**config.mk**
```make
export PLATFORM = sky130hd
export DESIGN_NAME = sequence_recorder_flat
export DESIGN_NICKNAME = d
export VERILOG_FILES = /design/src/rtl/recorder_pkg.sv /design/src/rtl/sequence_recorder_if.sv /design/src/rtl/sequence_recorder_key_sync.sv /design/src/rtl/sequence_recorder.sv /design/src/flat_wrapper.sv
export SDC_FILE = /design/constraint.sdc
export NUM_CORES = 1
export LEC_CHECK = 0
export ABC_CLOCK_PERIOD_IN_PS = 6900
export BUFFER_PORTS_ARGS = -buffer_cell sky130_fd_sc_hd__buf_4
export CAP_MARGIN = 20
export CORE_MARGIN = 1
export CORE_UTILIZATION = 60
export DETAILED_ROUTE_END_ITERATION = 12
export PLACE_DENSITY = 0.81
export SYNTH_ARGS = -nofsm -noshare
export SYNTH_HDL_FRONTEND = slang
export SYNTH_HIERARCHICAL = 1
export SYNTH_SLANG_ARGS = --single-unit
```
**constraint.sdc**
```tcl
create_clock -name clock -period 6.9 [get_ports clock]
set_clock_uncertainty 0.05 [all_clocks]
set_input_delay 1.38 -clock clock [delete_from_list [all_inputs] [get_ports clock]]
set_output_delay 1.38 -clock clock [all_outputs]
set_load 0.005 [all_outputs]
```
**src/rtl/recorder_pkg.sv**
```systemverilog
// Shared types and default sizing for the sequence recorder.
package recorder_pkg;

    typedef enum logic [1:0] {
        IDLE   = 2'd0,
        RECORD = 2'd1,
        FILL   = 2'd2
    } state_t;

    localparam int unsigned DEF_NOTES       = 10;
    localparam int unsigned DEF_ADDR_W      = 6;
    localparam int unsigned DEF_STEP_CYCLES = 6250000;
    localparam int unsigned DEPTH           = 2 ** DEF_ADDR_W;

endpackage

```
**src/rtl/sequence_recorder_if.sv**
```systemverilog
// Note sequence RAM write port shared between the recorder and the RAM.
interface sequence_recorder_if
    import recorder_pkg::*;
#(
    parameter int unsigned NOTES  = DEF_NOTES,
    parameter int unsigned ADDR_W = DEF_ADDR_W
) ();

    logic [ADDR_W-1:0] ram_address;
    logic [NOTES-1:0]  ram_data;
    logic              ram_wren;

    modport master (output ram_address, output ram_data, output ram_wren);
    modport slave  (input  ram_address, input  ram_data, input  ram_wren);

endinterface

```
**src/rtl/sequence_recorder_key_sync.sv**
```systemverilog
// Two-flop synchroniser for the raw asynchronous key levels.
module key_sync
    import recorder_pkg::*;
#(
    parameter int unsigned WIDTH = DEF_NOTES
) (
    input  logic             clock,
    input  logic             reset,
    input  logic [WIDTH-1:0] d,
    output logic [WIDTH-1:0] q
);

    logic [WIDTH-1:0] meta;

    always_ff @(posedge clock) begin
        if (reset) begin
            meta <= '0;
            q    <= '0;
        end else begin
            meta <= d;
            q    <= meta;
        end
    end

endmodule

```
**src/rtl/sequence_recorder.sv**
```systemverilog
// Quantised key-press recorder writing one RAM word per step, zero-filling after an early stop.
// Optional metronome output click when RECORDER_METRONOME_EN is defined.
module sequence_recorder
    import recorder_pkg::*;
#(
    parameter int unsigned STEP_CYCLES = DEF_STEP_CYCLES,
    parameter int unsigned NOTES       = DEF_NOTES,
    parameter int unsigned ADDR_W      = DEF_ADDR_W
) (
    input  logic               clock,
    input  logic               reset,
    input  logic               record_start,
    input  logic               record_stop,
    input  logic [NOTES-1:0]   keys,
`ifdef RECORDER_METRONOME_EN
    output logic               click,
`endif
    output logic               recording,
    output logic               done,
    sequence_recorder_if.master ram
);

    localparam int unsigned     CNT_W     = (STEP_CYCLES > 1) ? $clog2(STEP_CYCLES) : 1;
    localparam logic [CNT_W-1:0]  CNT_LOAD  = CNT_W'(STEP_CYCLES - 1);
    localparam logic [ADDR_W-1:0] LAST_ADDR = ADDR_W'((2 ** ADDR_W) - 1);

    logic [NOTES-1:0]  keys_s;
    state_t            state_q, state_d;
    logic [ADDR_W-1:0] addr_q, addr_d;
    logic [CNT_W-1:0]  cnt_q, cnt_d;
    logic [NOTES-1:0]  acc_q, acc_d;
    logic [NOTES-1:0]  seen;
    logic              wr_d;
    logic [ADDR_W-1:0] wr_addr_d;
    logic [NOTES-1:0]  wr_data_d;
    logic              recording_d;
    logic              done_d;

    key_sync #(.WIDTH(NOTES)) u_key_sync (
        .clock (clock),
        .reset (reset),
        .d     (keys),
        .q     (keys_s)
    );

    // Next state, datapath and registered-output values.
    always_comb begin
        state_d   = state_q;
        addr_d    = addr_q;
        cnt_d     = cnt_q;
        acc_d     = acc_q;
        wr_d      = 1'b0;
        wr_addr_d = '0;
        wr_data_d = '0;
        seen      = acc_q | keys_s;

        case (state_q)
            IDLE: begin
                if (record_start && !record_stop) begin
                    state_d = RECORD;
                    addr_d  = '0;
                    cnt_d   = CNT_LOAD;
                    acc_d   = '0;
                end
            end
            RECORD: begin
                if (record_stop || cnt_q == '0) begin
                    wr_d      = 1'b1;
                    wr_addr_d = addr_q;
                    wr_data_d = seen;
                    acc_d     = '0;
                    cnt_d     = CNT_LOAD;
                    if (addr_q == LAST_ADDR) begin
                        state_d = IDLE;
                    end else begin
                        addr_d = addr_q + 1'b1;
                        if (record_stop) state_d = FILL;
                    end
                end else begin
                    acc_d = seen;
                    cnt_d = cnt_q - 1'b1;
                end
            end
            FILL: begin
                wr_d      = 1'b1;
                wr_addr_d = addr_q;
                if (addr_q == LAST_ADDR) state_d = IDLE;
                else                     addr_d  = addr_q + 1'b1;
            end
            default: state_d = IDLE;
        endcase

        recording_d = (state_d == RECORD);
        // Every take ends with a write to the last address, so done follows that write.
        done_d      = ram.ram_wren && (ram.ram_address == LAST_ADDR);
    end

`ifdef RECORDER_METRONOME_EN
    localparam logic [CNT_W-1:0] CLICK_MIN = CNT_W'(STEP_CYCLES - STEP_CYCLES / 4);
    logic click_d;

    always_comb begin
        click_d = (state_d == RECORD) && (addr_d[1:0] == 2'b00) && (cnt_d >= CLICK_MIN);
    end

    always_ff @(posedge clock) begin
        if (reset) click <= 1'b0;
        else       click <= click_d;
    end
`endif

    always_ff @(posedge clock) begin
        if (reset) begin
            state_q         <= IDLE;
            addr_q          <= '0;
            cnt_q           <= '0;
            acc_q           <= '0;
            ram.ram_wren    <= 1'b0;
            ram.ram_address <= '0;
            ram.ram_data    <= '0;
            recording       <= 1'b0;
            done            <= 1'b0;
        end else begin
            state_q         <= state_d;
            addr_q          <= addr_d;
            cnt_q           <= cnt_d;
            acc_q           <= acc_d;
            ram.ram_wren    <= wr_d;
            ram.ram_address <= wr_addr_d;
            ram.ram_data    <= wr_data_d;
            recording       <= recording_d;
            done            <= done_d;
        end
    end

endmodule

```
**src/flat_wrapper.sv**
```systemverilog
// flat-port wrapper written by rule: the top's interface ports become plain ports
module sequence_recorder_flat import recorder_pkg::*;
#(
    parameter int unsigned STEP_CYCLES = DEF_STEP_CYCLES,
    parameter int unsigned NOTES       = DEF_NOTES,
    parameter int unsigned ADDR_W      = DEF_ADDR_W
)
  (clock, reset, record_start, record_stop, keys, recording, done, ram_ram_address, ram_ram_data, ram_ram_wren);
  sequence_recorder_if #(.NOTES(NOTES), .ADDR_W(ADDR_W)) ram_i ();
  input  logic clock;
  input  logic reset;
  input  logic record_start;
  input  logic record_stop;
  input  logic [NOTES-1:0] keys;
  output logic recording;
  output logic done;
  output wire logic [$bits(ram_i.ram_address)-1:0] ram_ram_address;
  output wire logic [$bits(ram_i.ram_data)-1:0] ram_ram_data;
  output wire logic [$bits(ram_i.ram_wren)-1:0] ram_ram_wren;
  assign ram_ram_address = ram_i.ram_address;
  assign ram_ram_data = ram_i.ram_data;
  assign ram_ram_wren = ram_i.ram_wren;
  sequence_recorder #(.STEP_CYCLES(STEP_CYCLES), .NOTES(NOTES), .ADDR_W(ADDR_W)) u_core (.clock(clock), .reset(reset), .record_start(record_start), .record_stop(record_stop), .keys(keys), .recording(recording), .done(done), .ram(ram_i));
endmodule
```
==> results of run 1 <==
[area by class of cell]
type | count | area, um2 | area share, %
Multi-Input combinational cell | 218 | 1490 | 40.8
Timing Repair Buffer | 32 | 240 | 6.56
Clock buffer | 10 | 138 | 3.76
Tap cell | 70 | 87.6 | 2.39
Sequential cell | 80 | 1600 | 43.7
Clock inverter | 6 | 65.1 | 1.78
Inverter | 10 | 37.5 | 1.02
[cells by family after synthesis]
kind of cell | count (synthesis)
mux | 1
compound gates | 73
flops | 80
fa+ha+maj | 7
simple gates | 120
buf+inv | 21
xor+xnor | 17
[critical path: stages]
cell and delay (ps):
buf_4 140, nand3b_1 220, a21oi_1 590, nand4_1 230, xor2_1 220, nor2_1 60
[flip-flops by register name, indices dropped and copies added, names as in the netlist]
name / count
u_core/u_key_sync/meta: 10
u_core/cnt_q: 23
u_core/recording: 1
u_core/done: 1
u_core/addr_q: 6
u_core/u_key_sync/q: 10
u_core/ram.ram_address: 6
u_core/state_q: 2
u_core/acc_q: 10
u_core/ram.ram_wren: 1
u_core/ram.ram_data: 10
[power breakdown]
| part | leakage [uW] | total, uW | switching, uW | internal [uW] |
|---|---|---|---|---|
| Combinational | 0.000667 | 144 | 86.8 | 57.3 |
| Sequential | 0.000653 | 504 | 19.5 | 485 |
| Clock | 0.000103 | 349 | 170 | 178 |
| Total | 0.00142 | 997 | 277 | 720 |
[cells in the final DEF, fill, tap and decap left out, types with 4 or more instances in the layout]
| master | n |
|---|---|
| a21oi_1 | 27 |
| a31oi_1 | 5 |
| and2_1 | 9 |
| buf_4 | 32 |
| clkbuf_8 | 10 |
| dfxtp_1 | 80 |
| ha_1 | 7 |
| inv_1 | 9 |
| nand2_1 | 12 |
| nand3_1 | 8 |
| nand4_1 | 9 |
| nor2_1 | 26 |
| nor2b_2 | 16 |
| nor2b_4 | 4 |
| nor3_1 | 8 |
| o21a_1 | 10 |
| o21ai_0 | 11 |
| xor2_1 | 15 |
[worst max path at each step]
stage / slack (ps) / end / from
floorplan: 4320 / u_core/acc_q[7] / record_stop
global placement: 3910 / u_core/addr_q[0] / reset
detailed placement: 3890 / u_core/cnt_q[19] / record_stop
CTS: 4240 / u_core/cnt_q[21] / record_stop
global route: 4110 / u_core/cnt_q[6] / u_core/cnt_q[16]
finish: 4230 / u_core/cnt_q[21] / record_stop
[stage by stage]
| step | worst slack (ps) | total power, uW |
|---|---|---|
| floorplan | 4320 | 628 |
| global placement | 3910 | 652 |
| detailed placement | 3890 | 657 |
| CTS | 4240 | 1000 |
| global route | 4110 | 1040 |
| finish | 4230 | 997 |
[per-layer routing]
| metal | part of all wire, % | vias to the layer above | GRT usage (%) |
|---|---|---|---|
| met2 | 49 | 58 | 40.2 |
| li1 | - | 1196 | - |
| met5 | 0 | - | 0 |
| met3 | 5.6 | 9 | 8.97 |
| met4 | 1.4 | 0 | 6.92 |
| met1 | 44 | 1151 | 27.5 |
==> flow_metrics.py, run 1 <==
metrics = {
    "layout": {
        "fill_cells": 402,
        "diodes": 0,
        "drive_gt1_share_pct": 22.5,
        "design_area_um2": 3660,
        "nets": 372,
        "final_core_util_pct": 71.3,
        "area_delta_synth_final_pct": 14.3,
        "final_cells": 426,
    },
    "yosys": {
        "yosys-top-cells-area": "dfxtp_1 (50%), nor2b_2 (4.4%), a21oi_1 (4.2%)",
        "synth_top_cell_by_area": "dfxtp_1",
        "ys_top_cells_by_count": "dfxtp_1 (80), a21oi_1 (27), nor2_1 (26), nor2b_2 (16), xor2_1 (15)",
        "ys_seq_area_share_pct": 50.0,
        "synth_edf_count": 0,
        "synth_async_sr_flop_share_pct": 0,
        "yosysMostFrequentCell": "dfxtp_1",
        "yosysTopAreaCellShare_pct": 50.0,
        "yosys.area_share.simple_pct": 23.5,
        "synth_compound_area_share_pct": 15.4,
        "yosys-mux-area-fraction_pct": 0.351,
        "syn_inst": 319,
        "yosys_warnings": 6,
        "synth_xor_xnor_area_share_pct": 4.65,
        "synthFlopType": "dfxtp_1",
        "yosys.cell_types.count": 53,
        "syn_area_um2": 3200,
        "synth_fa_ha_area_share_pct": 2.73,
        "synth_top_family_by_area": "simple AND/OR/NAND/NOR gates",
        "syn_area_per_cell_um2": 10.0,
        "ys_seq_elements": 80,
        "syn-num-nets": 340,
    },
    "pwr": {
        "p_leak_uw": 0.00142,
        "p_per_area_nw_per_um2": 272,
        "ir_drop_v": 0.000203,
    },
    "clock_network": {
        "clk_latency_ps": 350,
        "postCtsSetupBuffers": 0,
        "clk_pin_slew_worst_paths_ps": 80,
        "post_cts_resized": 0,
        "cts_tree": "yes",
        "cts-root-buf": "clkbuf_8",
        "cts_buffers": 9,
        "cts.sinks": 80,
        "max-clock-path-buffers": 2,
        "h-tree-depth": 3,
        "cts-hold-fix-buffers": 0,
    },
    "critical_path": {
        "reg2reg_depth": 5,
        "critical_path_required_ps": 7070,
        "path_class": "in2reg",
        "critPathLaunchType": "primary input",
        "crit_path_end_kind": "flop",
        "reg2reg_from": "u_core/cnt_q[16]",
        "crit_fanout": 8,
        "crit_arrival_ps": 2840,
        "rr_endpoint": "u_core/cnt_q[6]",
        "r2r_slack_ps": 4350,
    },
    "timing": {
        "timing.fmax_mhz": 375,
        "fin_crit_ps": 2670,
        "timing.hold.ws_ps": 391,
        "hold_viol": 0,
        "finalSetupViolCount": 0,
        "post-route-period-util_pct": 38.7,
        "rsz0062_at_grt": "false",
        "final_max_slew_viol_count": 0,
        "worstMarginPinSlew_ps": 856,
        "slew-limit-headroom_pct": 42.7,
        "final.setup.tns_ps": 0,
    },
    "floorplan": {
        "pin_count": 33,
        "die_h_um": 75.1,
        "initial_core_util_pct": 62.3,
        "rows": 26,
        "core_um2": 5140,
        "fp.dieW_um": 75.1,
        "die_area_um2": 5640,
    },
    "grt": {
        "track_usage_pct": 23.5,
        "antenna_found_initial": 0,
        "grt_pass1_vias": 2128,
        "overflow": 0,
        "grt_pass1_wl_mm": 9.63,
        "grt_max_degree": 41,
    },
    "place": {
        "placed_cell_area_um2": 3460,
        "dp.cells": 410,
        "dp_hpwl_mm": 3.95,
        "portBuffers": 32,
        "globalplace.congestion": 0.834,
    },
    "routing": {
        "drt_pass1_iterations": 4,
        "wl_per_cell_um": 14.0,
        "wl_mm": 5.98,
        "dr.first_iter.drc_count": 134,
        "via_per_inst": 5.67,
        "vias": 2414,
        "drc_errors": 0,
        "ant_nets": 0,
    },
    "hold_path": {
        "hold_path_class": "reg2reg",
        "hp-start": "u_core/u_key_sync/meta[6]",
        "hold_end": "u_core/u_key_sync/q[6]",
        "hold_path_depth": 1,
    },
    "job": {
        "max_cap_violations": 0,
    },
    "status": {
        "status": "finished, final reports clean",
    },
}
Power figures use the tool's default switching activity.
==> run 2: changes to the inputs <==
--- a/config.mk
+++ b/config.mk
@@ -5,13 +5,13 @@
 export SDC_FILE = /design/constraint.sdc
 export NUM_CORES = 1
 export LEC_CHECK = 0
-export ABC_CLOCK_PERIOD_IN_PS = 6900
+export ABC_CLOCK_PERIOD_IN_PS = 2450
 export BUFFER_PORTS_ARGS = -buffer_cell sky130_fd_sc_hd__buf_4
 export CAP_MARGIN = 20
 export CORE_MARGIN = 1
-export CORE_UTILIZATION = 60
+export CORE_UTILIZATION = 52
 export DETAILED_ROUTE_END_ITERATION = 12
-export PLACE_DENSITY = 0.81
+export PLACE_DENSITY = 0.75
 export SYNTH_ARGS = -nofsm -noshare
 export SYNTH_HDL_FRONTEND = slang
 export SYNTH_HIERARCHICAL = 1
==> constraint.sdc (replaced) <==
create_clock -name clock -period 2.45 [get_ports clock]
set_clock_uncertainty 0.05 [all_clocks]
set_input_delay 0.49 -clock clock [delete_from_list [all_inputs] [get_ports clock]]
set_output_delay 0.49 -clock clock [all_outputs]
set_load 0.005 [all_outputs]
==> flow_metrics.py, run 2 (synthesis gave the netlist of run 1 again) <==
metrics = {
    "routing": {
        "wl_mm": 6.11,
        "ant_nets": 0,
        "dr.first_iter.drc_count": 114,
        "wl_per_cell_um": 13.8,
        "drt_pass1_iterations": 4,
        "vias": 2435,
        "drc_errors": 0,
        "via_per_inst": 5.48,
    },
    "pwr": {
        "p_per_area_nw_per_um2": 738,
        "net-switching-power_uw": 803,
        "p_leak_uw": 0.00148,
        "seqPwrFrac_pct": 51.4,
        "ir_drop_v": 0.000523,
        "p_clk_share_pct": 32.3,
        "total_power_uw": 2760,
        "pwr-share-comb_pct": 16.3,
        "p_int_uw": 1960,
        "swShare_pct": 29.0,
    },
    "floorplan": {
        "rows": 28,
        "pin_count": 33,
        "core_um2": 5920,
        "die_area_um2": 6480,
        "fp.dieW_um": 80.5,
        "die_h_um": 80.5,
        "initial_core_util_pct": 54.1,
    },
    "clock_network": {
        "clk_latency_ps": 350,
        "cts-hold-fix-buffers": 0,
        "h-tree-depth": 3,
        "post_cts_resized": 0,
        "cts.sinks": 80,
        "max-clock-path-buffers": 2,
        "clk_pin_slew_worst_paths_ps": 80,
        "cts_tree": "yes",
        "postCtsSetupBuffers": 0,
        "cts-root-buf": "clkbuf_8",
        "cts_buffers": 9,
    },
    "layout": {
        "largest_reg_flops": 23,
        "mostFrequentLayoutCell": "dfxtp_1",
        "final_cell_mix": "dfxtp_1 (80), buf_4 (45), a21oi_1 (27)",
        "diodes": 0,
        "area_delta_synth_final_pct": 16.9,
        "final_cells": 444,
        "max_flop_register": "u_core/cnt_q",
        "nets": 385,
        "drive_gt1_share_pct": 25.2,
    },
    "timing": {
        "timing.fmax_mhz": 435,
        "hold_viol": 0,
        "timing.hold.ws_ps": 293,
        "final.setup.tns_ps": 0,
        "post-route-period-util_pct": 93.9,
        "finalSetupViolCount": 0,
        "slew-limit-headroom_pct": 59.2,
        "worstMarginPinSlew_ps": 610,
        "timing.final.ws_setup_ps": 150,
        "rsz0062_at_grt": "false",
        "fin_crit_ps": 2300,
        "final_max_slew_viol_count": 0,
    },
    "critical_path": {
        "path_class": "reg2reg",
        "critical_path_required_ps": 2690,
        "crit_path_end_kind": "flop",
        "critPathLaunchType": "flop",
        "crit_arrival_ps": 2540,
        "crit_fanout": 11,
    },
    "place": {
        "portBuffers": 32,
        "dp.cells": 428,
        "dp_hpwl_mm": 4.22,
        "place_ws_ps": 150,
        "globalplace.congestion": 0.859,
    },
    "grt": {
        "grt_pass1_wl_mm": 10.3,
        "grt_max_degree": 23,
        "track_usage_pct": 21.2,
        "antenna_found_initial": 0,
        "overflow": 0,
        "grt_pass1_vias": 2273,
    },
    "job": {
        "max_cap_violations": 0,
    },
    "status": {
        "status": "finished, final reports clean",
    },
    "hold_path": {
        "hold_path_class": "in2reg",
    },
}
[run 2: stage by stage]
stage / utilization [%] / instance area (um2)
5_1_grt: 63.3 / 3740
2_1_floorplan: - / 3200
3_5_place_dp: 60.2 / 3560
3_3_place_gp: 60.2 / 3560
4_1_cts: 63.3 / 3740
6_report: 63.3 / 3740
[run 2: cell type report]
type / instances / area (um2)
clock inverter: 6 / 43.8
tap: 75 / 93.8
sequential: 80 / 1600
fill: 486 / 2180
timing repair buffer: 45 / 338
inverter: 10 / 37.5
clock buffer: 10 / 138
multi-input combinational: 218 / 1490
[run 2: power groups by stage]
stage	Combinational, uW	Clock (uW)	Sequential (uW)
3_5_place_dp	446	0	1450
5_1_grt	501	962	1430
6_report	449	894	1420
2_1_floorplan	332	0	1440
4_1_cts	449	911	1420
3_3_place_gp	434	0	1450
[run 2: critical path, cell delays in order, from the launching register on]
cell and delay (ps):
dfxtp_1 340, or4_4 590, or4_4 460, o21ai_4 310, buf_4 190, nand2_2 130
a21oi_1 160
[run 2: layer usage]
metal	up-vias	part of all wire [%]	global-route usage, %
met5	-	0	0
li1	1223	-	-
met2	60	47	32.3
met3	10	4.5	5.11
met4	0	2.1	11.8
met1	1142	47	27.3
[run 2: path summary, 6_finish.rpt]
check	startpoint	end	slack (ps)	cells after the start
max	u_core/cnt_q[3]	u_core/cnt_q[17]	150	6
min	keys[8]	u_core/u_key_sync/meta[8]	290	2
max reg2reg	u_core/cnt_q[3]	u_core/cnt_q[17]	150	6
min reg2reg	u_core/ram.ram_address[0]	u_core/done	390	2
==> run 3: changes to the inputs <==
--- a/config.mk
+++ b/config.mk
@@ -5,13 +5,14 @@
 export SDC_FILE = /design/constraint.sdc
 export NUM_CORES = 1
 export LEC_CHECK = 0
+export ABC_AREA = 1
 export ABC_CLOCK_PERIOD_IN_PS = 2450
 export BUFFER_PORTS_ARGS = -buffer_cell sky130_fd_sc_hd__buf_4
 export CAP_MARGIN = 20
 export CORE_MARGIN = 1
 export CORE_UTILIZATION = 52
 export DETAILED_ROUTE_END_ITERATION = 12
-export PLACE_DENSITY = 0.75
+export PLACE_DENSITY = 0.74
 export SYNTH_ARGS = -nofsm -noshare
 export SYNTH_HDL_FRONTEND = slang
 export SYNTH_HIERARCHICAL = 1
==> flow_metrics.py, run 3 <==
metrics = {
    "job": {
        "max_cap_violations": 0,
    },
    "critical_path": {
        "slowest_stage": "dfxtp_1",
        "cpPeakStageDelay_ps": 400,
        "critical_path_required_ps": 2640,
        "crit_path_end_kind": "flop",
        "critPathLaunchType": "flop",
        "crit_arrival_ps": 2200,
        "path_class": "reg2reg",
        "reg2reg_depth": 12,
        "crit_fanout": 27,
        "cp_cell_sequence": "inv_1, ha_1, inv_1, nand2_1, nand2_4, nand3_1, nor2_1, nand3_1, nand2_1, nand3_1, nand2_1, inv_1",
    },
    "yosys": {
        "yosys.cell_types.count": 27,
        "ys_seq_area_share_pct": 47.6,
        "yosysMostFrequentCell": "nor2_1",
        "syn_area_per_cell_um2": 7.61,
        "synthFlopType": "dfxtp_1",
        "synth_async_sr_flop_share_pct": 0,
        "ys_seq_elements": 80,
        "yosysTopAreaCellShare_pct": 47.6,
        "synth_edf_count": 0,
        "synth_top_cell_by_area": "dfxtp_1",
        "yosys_warnings": 6,
        "syn_inst": 442,
        "yosys-top-cells-area": "dfxtp_1 (48%), nor2_1 (11%), inv_1 (8.0%)",
        "syn-num-nets": 463,
        "syn_area_um2": 3360,
        "ys_top_cells_by_count": "nor2_1 (99), dfxtp_1 (80), inv_1 (72), nand2_1 (56), nand3_1 (26)",
    },
    "hold_path": {
        "hold_path_depth": 3,
        "hold_path_class": "in2reg",
    },
    "layout": {
        "drive_gt1_share_pct": 14.2,
        "area_delta_synth_final_pct": 14.4,
        "mostFrequentLayoutCell": "nor2_1",
        "final_core_util_pct": 63.5,
        "nets": 497,
        "largest_reg_flops": 23,
        "diodes": 0,
        "max_flop_register": "u_core/cnt_q",
        "final_cell_mix": "nor2_1 (99), dfxtp_1 (80), inv_1 (72)",
    },
    "place": {
        "globalplace.congestion": 0.901,
        "dp_hpwl_mm": 4.38,
        "portBuffers": 32,
    },
    "clock_network": {
        "cts-root-buf": "clkbuf_8",
        "max-clock-path-buffers": 2,
        "cts_buffers": 9,
        "cts_tree": "yes",
        "clk_pin_slew_worst_paths_ps": 80,
        "clk_latency_ps": 340,
        "cts-hold-fix-buffers": 0,
        "h-tree-depth": 3,
        "post_cts_resized": 0,
        "postCtsSetupBuffers": 0,
        "cts.sinks": 80,
    },
    "timing": {
        "slew-limit-headroom_pct": 72.1,
        "final_max_slew_viol_count": 0,
        "hold_viol": 0,
        "rsz0062_at_grt": "false",
        "fin_crit_ps": 2010,
        "timing.fmax_mhz": 498,
        "finalSetupViolCount": 0,
        "final.setup.tns_ps": 0,
        "worstMarginPinSlew_ps": 418,
        "timing.hold.ws_ps": 291,
        "post-route-period-util_pct": 82.0,
    },
    "floorplan": {
        "die_area_um2": 6790,
        "initial_core_util_pct": 55.5,
        "fp.dieW_um": 82.4,
        "core_um2": 6060,
        "die_h_um": 82.4,
        "pin_count": 33,
        "rows": 28,
    },
    "grt": {
        "grt_pass1_vias": 2434,
        "track_usage_pct": 20.8,
        "overflow": 0,
        "grt_max_degree": 38,
        "grt_pass1_wl_mm": 10.6,
        "antenna_found_initial": 0,
    },
    "routing": {
        "dr.first_iter.drc_count": 204,
        "drc_errors": 0,
        "vias": 2726,
        "wl_mm": 6.33,
        "via_per_inst": 4.91,
        "ant_nets": 0,
        "drt_pass1_iterations": 5,
        "wl_per_cell_um": 11.4,
    },
    "pwr": {
        "pwr-share-comb_pct": 17.5,
        "p_clk_share_pct": 35.0,
        "ir_drop_v": 0.000519,
        "seqPwrFrac_pct": 47.5,
        "net-switching-power_uw": 883,
        "p_per_area_nw_per_um2": 786,
        "swShare_pct": 29.2,
        "p_leak_uw": 0.00177,
        "p_int_uw": 2140,
        "total_power_uw": 3020,
    },
    "status": {
        "status": "finished, final reports clean",
    },
}
[run 3: area by class of cell]
| cell class | count | area, um2 |
|---|---|---|
| inverter | 72 | 270 |
| multi-input combinational | 281 | 1420 |
| clock inverter | 6 | 93.8 |
| tap | 75 | 93.8 |
| sequential | 80 | 1600 |
| fill | 541 | 2210 |
| timing repair buffer | 32 | 240 |
| clock buffer | 9 | 124 |
[run 3: routing by layer]
metal	up-vias	share of wire [%]	wire [um]	global-route usage, %
met2	41	47	3000	33.7
met5	-	0	0	0
met1	1241	48	3040	26.8
met3	9	3.0	187	3.63
li1	1435	-	-	-
met4	0	1.6	100	9.47
[run 3: critical path, delay by kind of cell, from the launching register on]
family                     cells  cell delay [ps]
and+or+nand+nor                8             1010
buffers and inverters          3              220
DFF                            1              400
adders and majority gates      1              230
[run 3: cells by family after synthesis]
family	count (synthesis)	synth area share [%]
simple gates	223	30.4
buf+inv	81	10.0
flops	80	47.6
compound gates	39	6.18
xor+xnor	12	3.13
fa+ha+maj	7	2.61
[run 3: final timing paths]
check                             from                   endpoint  slack, ps
max                  u_core/state_q[1]           u_core/cnt_q[20]        440
min                            keys[9]  u_core/u_key_sync/meta[9]        290
max reg2reg          u_core/state_q[1]           u_core/cnt_q[20]        440
min reg2reg  u_core/u_key_sync/meta[0]     u_core/u_key_sync/q[0]        350
[run 3: per-stage QoR]
stage	area, um2	worst slack [ps]	instances
finish	3850	442	555
global route	3850	142	555
CTS	3850	451	555
detailed placement	3630	452	540
global placement	3630	499	540
floorplan	3360	800	442
[run 3: power by group through the flow]
stage | clock (uW) | combinational (uW) | sequential [uW]
after detailed placement | 0 | 522 | 1470
final | 1060 | 529 | 1440
after global placement | 0 | 514 | 1460
after CTS | 1080 | 526 | 1440
after global routing | 1140 | 606 | 1450
after floorplan | 0 | 427 | 1450
